File: src/rtl/uart_cfg_arbiter_if.sv
// Requester/shared-bus bundle for uart_cfg_arbiter.
// master = requesters and bus target side; slave = the arbiter.
interface uart_cfg_arbiter_if #(
  parameter int WIDTH_CONFIG_ADDR = 4,
  parameter int WIDTH_CONFIG_DATA = 8
);
  logic [WIDTH_CONFIG_ADDR-1:0] m0_addr;
  logic [WIDTH_CONFIG_DATA-1:0] m0_data;
  logic                         m0_valid;
  logic                         m0_ready;
  logic [WIDTH_CONFIG_ADDR-1:0] m1_addr;
  logic [WIDTH_CONFIG_DATA-1:0] m1_data;
  logic                         m1_valid;
  logic                         m1_ready;
  logic [WIDTH_CONFIG_ADDR-1:0] c_addr;
  logic [WIDTH_CONFIG_DATA-1:0] c_data;
  logic                         c_valid;
  logic                         c_ready;
  logic [1:0]                   grant;
  logic                         timeout_err;

  modport master (
    output m0_addr, m0_data, m0_valid,
    output m1_addr, m1_data, m1_valid,
    output c_ready,
    input  m0_ready, m1_ready,
    input  c_addr, c_data, c_valid,
    input  grant, timeout_err
  );

  modport slave (
    input  m0_addr, m0_data, m0_valid,
    input  m1_addr, m1_data, m1_valid,
    input  c_ready,
    output m0_ready, m1_ready,
    output c_addr, c_data, c_valid,
    output grant, timeout_err
  );
endinterface

File: src/rtl/uart_cfg_arbiter.sv
// Two-requester round-robin arbiter onto a shared config bus.
// Optional stall watchdog enabled by macro CFG_ARB_TIMEOUT_EN.
module uart_cfg_arbiter #(
  parameter int WIDTH_CONFIG_ADDR = 4,
  parameter int WIDTH_CONFIG_DATA = 8,
  parameter int TIMEOUT           = 255
) (
  input logic               clk,
  input logic               rst_n,
  uart_cfg_arbiter_if.slave bus
);

  localparam int AW = WIDTH_CONFIG_ADDR;
  localparam int DW = WIDTH_CONFIG_DATA;

  // Reject an out-of-range watchdog limit at elaboration
  if (TIMEOUT < 1 || TIMEOUT > 65535) begin : g_bad_timeout
    $error("uart_cfg_arbiter: TIMEOUT must be 1..65535");
  end

  typedef enum logic [1:0] {
    IDLE,
    BUSY,
    DONE
  } state_t;

  state_t          r_state;
  state_t          w_state;
  logic [AW-1:0]   r_c_addr;
  logic [AW-1:0]   w_c_addr;
  logic [DW-1:0]   r_c_data;
  logic [DW-1:0]   w_c_data;
  logic            r_c_valid;
  logic            w_c_valid;
  logic [1:0]      r_grant;
  logic [1:0]      w_grant;
  logic [1:0]      r_ready;
  logic [1:0]      w_ready;
  logic            r_last;
  logic            w_last;
  logic            w_pick1;

`ifdef CFG_ARB_TIMEOUT_EN
  localparam logic [15:0] CNT_LAST = 16'(TIMEOUT - 1);
  logic [15:0]     r_cnt;
  logic [15:0]     w_cnt;
  logic            r_terr;
  logic            w_terr;
`endif

  // Next-state and next-output decode
  always_comb begin
    w_state   = r_state;
    w_c_addr  = r_c_addr;
    w_c_data  = r_c_data;
    w_c_valid = r_c_valid;
    w_grant   = r_grant;
    w_ready   = 2'b00;
    w_last    = r_last;
    w_pick1   = bus.m1_valid &
                (~bus.m0_valid | ~r_last);
`ifdef CFG_ARB_TIMEOUT_EN
    w_cnt     = r_cnt;
    w_terr    = 1'b0;
`endif
    unique case (r_state)
      IDLE: begin
        w_c_valid = 1'b0;
        w_grant   = 2'b00;
        if (bus.m0_valid || bus.m1_valid) begin
          w_state   = BUSY;
          w_c_valid = 1'b1;
          w_grant   = w_pick1 ? 2'b10 : 2'b01;
          w_c_addr  = w_pick1 ? bus.m1_addr
                              : bus.m0_addr;
          w_c_data  = w_pick1 ? bus.m1_data
                              : bus.m0_data;
`ifdef CFG_ARB_TIMEOUT_EN
          w_cnt     = 16'd0;
`endif
        end
      end
      BUSY: begin
        if (bus.c_ready) begin
          w_state   = DONE;
          w_c_valid = 1'b0;
          w_ready   = r_grant;
`ifdef CFG_ARB_TIMEOUT_EN
        end else if (r_cnt == CNT_LAST) begin
          w_state   = DONE;
          w_c_valid = 1'b0;
          w_ready   = r_grant;
          w_terr    = 1'b1;
        end else begin
          w_cnt     = r_cnt + 16'd1;
`endif
        end
      end
      DONE: begin
        w_state   = IDLE;
        w_c_valid = 1'b0;
        w_grant   = 2'b00;
        w_last    = r_grant[1];
      end
      default: begin
        w_state   = IDLE;
        w_c_valid = 1'b0;
        w_grant   = 2'b00;
      end
    endcase
  end

  // State and registered outputs
  always_ff @(posedge clk or negedge rst_n) begin
    if (!rst_n) begin
      r_state   <= IDLE;
      r_c_addr  <= '0;
      r_c_data  <= '0;
      r_c_valid <= 1'b0;
      r_grant   <= 2'b00;
      r_ready   <= 2'b00;
      r_last    <= 1'b1;
    end else begin
      r_state   <= w_state;
      r_c_addr  <= w_c_addr;
      r_c_data  <= w_c_data;
      r_c_valid <= w_c_valid;
      r_grant   <= w_grant;
      r_ready   <= w_ready;
      r_last    <= w_last;
    end
  end

`ifdef CFG_ARB_TIMEOUT_EN
  // Stall counter and abort pulse
  always_ff @(posedge clk or negedge rst_n) begin
    if (!rst_n) begin
      r_cnt  <= 16'd0;
      r_terr <= 1'b0;
    end else begin
      r_cnt  <= w_cnt;
      r_terr <= w_terr;
    end
  end

  assign bus.timeout_err = r_terr;
`else
  assign bus.timeout_err = 1'b0;
`endif

  assign bus.c_addr   = r_c_addr;
  assign bus.c_data   = r_c_data;
  assign bus.c_valid  = r_c_valid;
  assign bus.grant    = r_grant;
  assign bus.m0_ready = r_ready[0];
  assign bus.m1_ready = r_ready[1];

endmodule

File: src/flat_wrapper.sv
// flat-port wrapper written by rule: the top's interface ports become plain ports
module uart_cfg_arbiter_flat 
#(
  parameter int WIDTH_CONFIG_ADDR = 4,
  parameter int WIDTH_CONFIG_DATA = 8,
  parameter int TIMEOUT           = 255
)
  (clk, rst_n, bus_m0_addr, bus_m0_data, bus_m0_valid, bus_m1_addr, bus_m1_data, bus_m1_valid, bus_c_ready, bus_m0_ready, bus_m1_ready, bus_c_addr, bus_c_data, bus_c_valid, bus_grant, bus_timeout_err);
  uart_cfg_arbiter_if #(.WIDTH_CONFIG_ADDR(WIDTH_CONFIG_ADDR), .WIDTH_CONFIG_DATA(WIDTH_CONFIG_DATA)) bus_i ();
  input logic clk;
  input logic rst_n;
  input wire logic [$bits(bus_i.m0_addr)-1:0] bus_m0_addr;
  input wire logic [$bits(bus_i.m0_data)-1:0] bus_m0_data;
  input wire logic [$bits(bus_i.m0_valid)-1:0] bus_m0_valid;
  input wire logic [$bits(bus_i.m1_addr)-1:0] bus_m1_addr;
  input wire logic [$bits(bus_i.m1_data)-1:0] bus_m1_data;
  input wire logic [$bits(bus_i.m1_valid)-1:0] bus_m1_valid;
  input wire logic [$bits(bus_i.c_ready)-1:0] bus_c_ready;
  output wire logic [$bits(bus_i.m0_ready)-1:0] bus_m0_ready;
  output wire logic [$bits(bus_i.m1_ready)-1:0] bus_m1_ready;
  output wire logic [$bits(bus_i.c_addr)-1:0] bus_c_addr;
  output wire logic [$bits(bus_i.c_data)-1:0] bus_c_data;
  output wire logic [$bits(bus_i.c_valid)-1:0] bus_c_valid;
  output wire logic [$bits(bus_i.grant)-1:0] bus_grant;
  output wire logic [$bits(bus_i.timeout_err)-1:0] bus_timeout_err;
  assign bus_i.m0_addr = bus_m0_addr;
  assign bus_i.m0_data = bus_m0_data;
  assign bus_i.m0_valid = bus_m0_valid;
  assign bus_i.m1_addr = bus_m1_addr;
  assign bus_i.m1_data = bus_m1_data;
  assign bus_i.m1_valid = bus_m1_valid;
  assign bus_i.c_ready = bus_c_ready;
  assign bus_m0_ready = bus_i.m0_ready;
  assign bus_m1_ready = bus_i.m1_ready;
  assign bus_c_addr = bus_i.c_addr;
  assign bus_c_data = bus_i.c_data;
  assign bus_c_valid = bus_i.c_valid;
  assign bus_grant = bus_i.grant;
  assign bus_timeout_err = bus_i.timeout_err;
  uart_cfg_arbiter #(.WIDTH_CONFIG_ADDR(WIDTH_CONFIG_ADDR), .WIDTH_CONFIG_DATA(WIDTH_CONFIG_DATA), .TIMEOUT(TIMEOUT)) u_core (.clk(clk), .rst_n(rst_n), .bus(bus_i));
endmodule
File: config.mk
export PLATFORM = sky130hd
export DESIGN_NAME = uart_cfg_arbiter_flat
export DESIGN_NICKNAME = d
export VERILOG_FILES = /design/src/rtl/uart_cfg_arbiter_if.sv /design/src/rtl/uart_cfg_arbiter.sv /design/src/flat_wrapper.sv
export SDC_FILE = /design/constraint.sdc
export NUM_CORES = 1
export LEC_CHECK = 0
export BUFFER_PORTS_ARGS = -buffer_cell sky130_fd_sc_hd__buf_4
export CORE_MARGIN = 2
export CORE_UTILIZATION = 48
export DETAILED_ROUTE_END_ITERATION = 6
export PLACE_DENSITY_LB_ADDON = 0.15
export SKIP_CTS_REPAIR_TIMING = 1
export SLEW_MARGIN = 15
export SYNTH_ARGS = -nofsm -noshare
export SYNTH_HDL_FRONTEND = slang
export SYNTH_SLANG_ARGS = --single-unit
File: constraint.sdc
create_clock -name clk -period 2.58 [get_ports clk]
set_clock_uncertainty 0.2 [all_clocks]
set_input_delay 0.387 -clock clk [delete_from_list [all_inputs] [get_ports clk]]
set_output_delay 0.387 -clock clk [all_outputs]
set_load 0.1 [all_outputs]
; Yosys cells after proc, flatten, opt, wreduce, memory -nomap -nowiden
; Index checks and enable logic that the tools add are counted.
[word_totals]
reg_bits = 20
latch_bits = 0
ramBits = 0
romBits = 0
in_bits = 29
out_inout_bits = 18
elab_cells = 32
mem_count = 0
[op_classes]
addsub = 0
n_mul = 0
n_div = 0
order_cmp = 0
n_eq_ne = 4
n_shift = 0
muxes = 13
n_bitwise = 4
reduce_logical = 4
[op_table]
columns = op, count
row1 = $mux 2, 6
row2 = $mux 8, 1
row3 = $pmux 2 s2, 2
row4 = $mux 4, 1
row5 = $reduce_and 2->1, 2
row6 = $eq 2x1->1 const B, 1
row7 = $eq 2x2->1 const B, 1
row8 = $logic_not 2->1, 1
row9 = $mux 1, 2
row10 = $ne 2x1->1 const B, 1
row11 = $ne 2x2->1 const B, 1
row12 = $not 1->1, 2
row13 = $pmux 1 s2, 1
row14 = $and 1x1->1, 1
row15 = $logic_or 1x1->1, 1
row16 = $or 1x1->1, 1

; Logic depth before layout (Yosys ltp)
[depth]
ltp_word = 6
ltp_mapped = 4
ltp_nobuf = 3

; Least setup slack after synthesis
; Ideal clock, no wire load.
[synth_path]
path_kind = register to register
startpoint = register u_core.r_last
endpoint = register u_core.r_c_addr[0] (netlist: u_core.bus.c_addr[0])
setup_ns = 0.126
arrival_ns = 1.333
required_time_ns = 2.254
setup_slack_ns = 0.921
stages_incl_launch_ff = 5
path_buffers = 1
period_less_slack_ns = 1.659
cell_sequence = dfstp_2 -> a21bo_4 -> buf_12 -> mux2_4 -> mux2_4
[synth_via]
elab_chain_len = 4
[synth_lines]
columns = item, line
row1 = from (decl), uart_cfg_arbiter.sv:39  ; logic r_last;
row2 = from (signal assigned), uart_cfg_arbiter.sv:130  ; r_last <= w_last;
row3 = $not 1->1, uart_cfg_arbiter.sv:61  ; (~bus.m0_valid | ~r_last);
row4 = $or 1x1->1, uart_cfg_arbiter.sv:61
row5 = $and 1x1->1, uart_cfg_arbiter.sv:60  ; w_pick1 = bus.m1_valid &
row6 = $mux 4, uart_cfg_arbiter.sv:74  ; w_c_addr = w_pick1 ? bus.m1_addr
row7 = to (signal assigned), uart_cfg_arbiter.sv:125  ; r_c_addr <= w_c_addr;
row8 = to (decl), uart_cfg_arbiter.sv:29  ; logic [AW-1:0] r_c_addr;
; No other way between the ends.
; A chain may end at the register's enable or synchronous reset.

; Final worst setup path
[layout_path]
startpoint = register u_core.r_state[0]
endpoint = register u_core.r_c_addr[1] (netlist: u_core.bus.c_addr[1])
[layout_via]
elab_chain_len = 2
[layout_lines]
columns = item, line
row1 = from (decl), uart_cfg_arbiter.sv:27  ; state_t r_state;
row2 = from (signal assigned), uart_cfg_arbiter.sv:124  ; r_state <= w_state;
row3 = $logic_not 2->1, uart_cfg_arbiter.sv:66  ; unique case (r_state)
row4 = $reduce_and 2->1 (no line), -
; No other way between the ends.

==> results.md <==
* Num Clock Sinks at 20
* Core area at 0.00196 sq mm
* GRT Total Usage at 0.179
* Worst-case clock buffer depth at 2
* Seq/Total Area, Yosys at 0.504
* IO Count at 47
* Run status: complete, no violations
* First-pass GRT wire length at 3330 um
* Clock-pin transition on the worst setup and hold timing paths at 110 ps
* R2R depth at 3
* Via-to-Cell Ratio at 4.83
* Min Tclk post-route at 1870 ps
* Area contributors post-synth: dfrtp_1, mux2_4, mux2_2, dfstp_2, buf_12
* Die area at 0.00245 sq mm
* Sequence of cells on the critical path: nor3_4, buf_4, mux2_4
* DPL Wire Length at 1450 um
* Number of global-route vias before repair at 744
* Setup tns final at 0 ps
* Fmax at 534 MHz
* Buffers and inverters on the worst path at 1
* Worst Path Arrival at 1870 ps
* Hold Crit Class: in2reg
* Avg Cell Area, Syn at 15.5 sq um
* Crit path max fanout at 11
* Iter 0 DRT Violations at 5
* I/O Buffers at 45
* Yosys top cell area share at 0.478
* CTS tree: built
* Ant. Diodes at 0
* Chip Width at 49.5 um
* # setup viols final at 0
* RSZ-0062 raised after global routing: no
* Post-synth EDFFs at 0
* Commonest cells post-synth: dfrtp_1, mux2_4, mux2_2
* ANT nets after route at 0
* Yosys reg bits at 20
* H-tree lvl count at 1
* Detailed-route DRC error count at 0
* Main synth FF type: dfrtp_1
* Fin nets at 142
* Clock Latency Late Sink at 300 ps
* Synth unique cells at 19
* CP Depth at 3
* Critical path's largest stage delay at 550 ps
* Gr ovfl total at 0
* Most common cell in the netlist: dfrtp_1
* Initial antenna violation count at 0
* Site Rows at 16
* Die height at 49.5 um
* Setup crit end kind: register
* Ys async rst share at 1.00
* Cell count after synthesis at 64
* WS Path Type: reg2reg
* Syn nets at 93
* Post-synth top area cell: dfrtp_1
* Area growth syn-to-layout at 39.2%
* Pins Over Slew Limit at 0
* Crit path max-delay family: simple AND/OR/NAND/NOR gates
* Final WL at 1850 um
* Starting Density at 0.507
* Worst Tran Pin Value at 583 ps
* Drt first pass iters at 4
* Required time worst endpoint at 2570 ps
* Final GP Congestion at 0.703
* Clock root cell: clkbuf_4
* Share of cells above drive strength 1 at 0.714
* Final Cycle Share at 0.726
* Crit-path slowest cell: nor3_4
* Slew HR at 0.610
* Max-Cap Viols at 0
* Cell area after synthesis at 995 sq um
* Vias at 672
* Startpoint class of the critical path: register
* Cts bufs inserted at 3
* WHS Path Cells at 2
* Synthesis Warnings at 0
* Layout fillers at 155
* Final Hold Vio Count at 0
* Per-cell routed wire length at 13.3 um
* Largest net degree at the start of global routing at 21
==> metrics by stage <==
| stage | cells | setup WS, ps | cell area, sq um | util | hold slack, ps |
|---|---|---|---|---|---|
| 2_1_floorplan | 64 | 921 | 995 | - | -109 |
| 3_3_place_gp | 134 | 676 | 1340 | 0.682 | 74.4 |
| 3_5_place_dp | 134 | 659 | 1340 | 0.682 | 76.4 |
| 4_1_cts | 138 | 663 | 1380 | 0.701 | -252 |
| 5_1_grt | 139 | 572 | 1390 | 0.706 | 126 |
| 6_report | 139 | 707 | 1390 | 0.706 | 115 |
==> cell type report <==
cell class	count	area (sq um)	area share
Inverter	1	3.75	0.00271
Sequential cell	20	502	0.362
Clock buffer	4	36.3	0.0262
Tap cell	27	33.8	0.0244
Timing Repair Buffer	47	355	0.257
Multi-Input combinational cell	40	454	0.328
==> per-layer routing <==
layer | GRT usage | vias up | wire length, um
li1 | - | 318 | -
met1 | 0.224 | 319 | 718
met2 | 0.309 | 31 | 967
met3 | 0.0273 | 4 | 128
met4 | 0.0694 | 0 | 35
met5 | 0 | - | 0
==> cell families (layout without fill, tap and decap cells) <==
kind of cell / count (synthesis) / in the layout / share of synthesized area
DFF: 20 / 20 / 0.504
buffers and inverters: 4 / 52 / 0.0390
muxes: 25 / 25 / 0.343
AOI/OAI and AO/OA: 5 / 5 / 0.0503
and+or+nand+nor: 9 / 9 / 0.0591
other: 1 / 1 / 0.00377
==> state kept, by name, summed over array words and instances (netlist names) <==
register	cells
u_core.bus.c_data	8
u_core.bus.c_addr	4
u_core.bus.grant	2
u_core.r_ready	2
u_core.r_state	2
u_core.bus.c_valid	1
u_core.r_last	1
==> placed cells by master (no fill, tap or decap) <==
cell	count
buf_4	46
dfrtp_1	19
mux2_4	16
mux2_2	9
clkbuf_4	3
nor2b_1	2
and3_1	2
nor2_1	2
a21bo_4	1
nor3_4	1
inv_1	1
a21o_1	1
a22o_2	1
and2_1	1
a31o_2	1
nand2_1	1
o21a_1	1
conb_1	1
clkbuf_8	1
dlygate4sd3_1	1
dfstp_2	1
==> final timing paths <==
| path | to | from | slack (ps) |
|---|---|---|---|
| min reg2reg | u_core.bus.grant[1] | u_core.r_state[1] | 320 |
| min | u_core.r_state[1] | bus_c_ready | 110 |
| max reg2reg | u_core.bus.c_addr[1] | u_core.r_state[0] | 710 |
| max | u_core.bus.c_addr[1] | u_core.r_state[0] | 710 |
| min in group asynchronous | u_core.r_ready[1] | rst_n | 280 |
| max in group asynchronous | u_core.r_last | rst_n | 1640 |
Power is left out: the tool's default activity adds up to more than one toggle a clock period on the data nets, which glitch-free logic cannot reach.
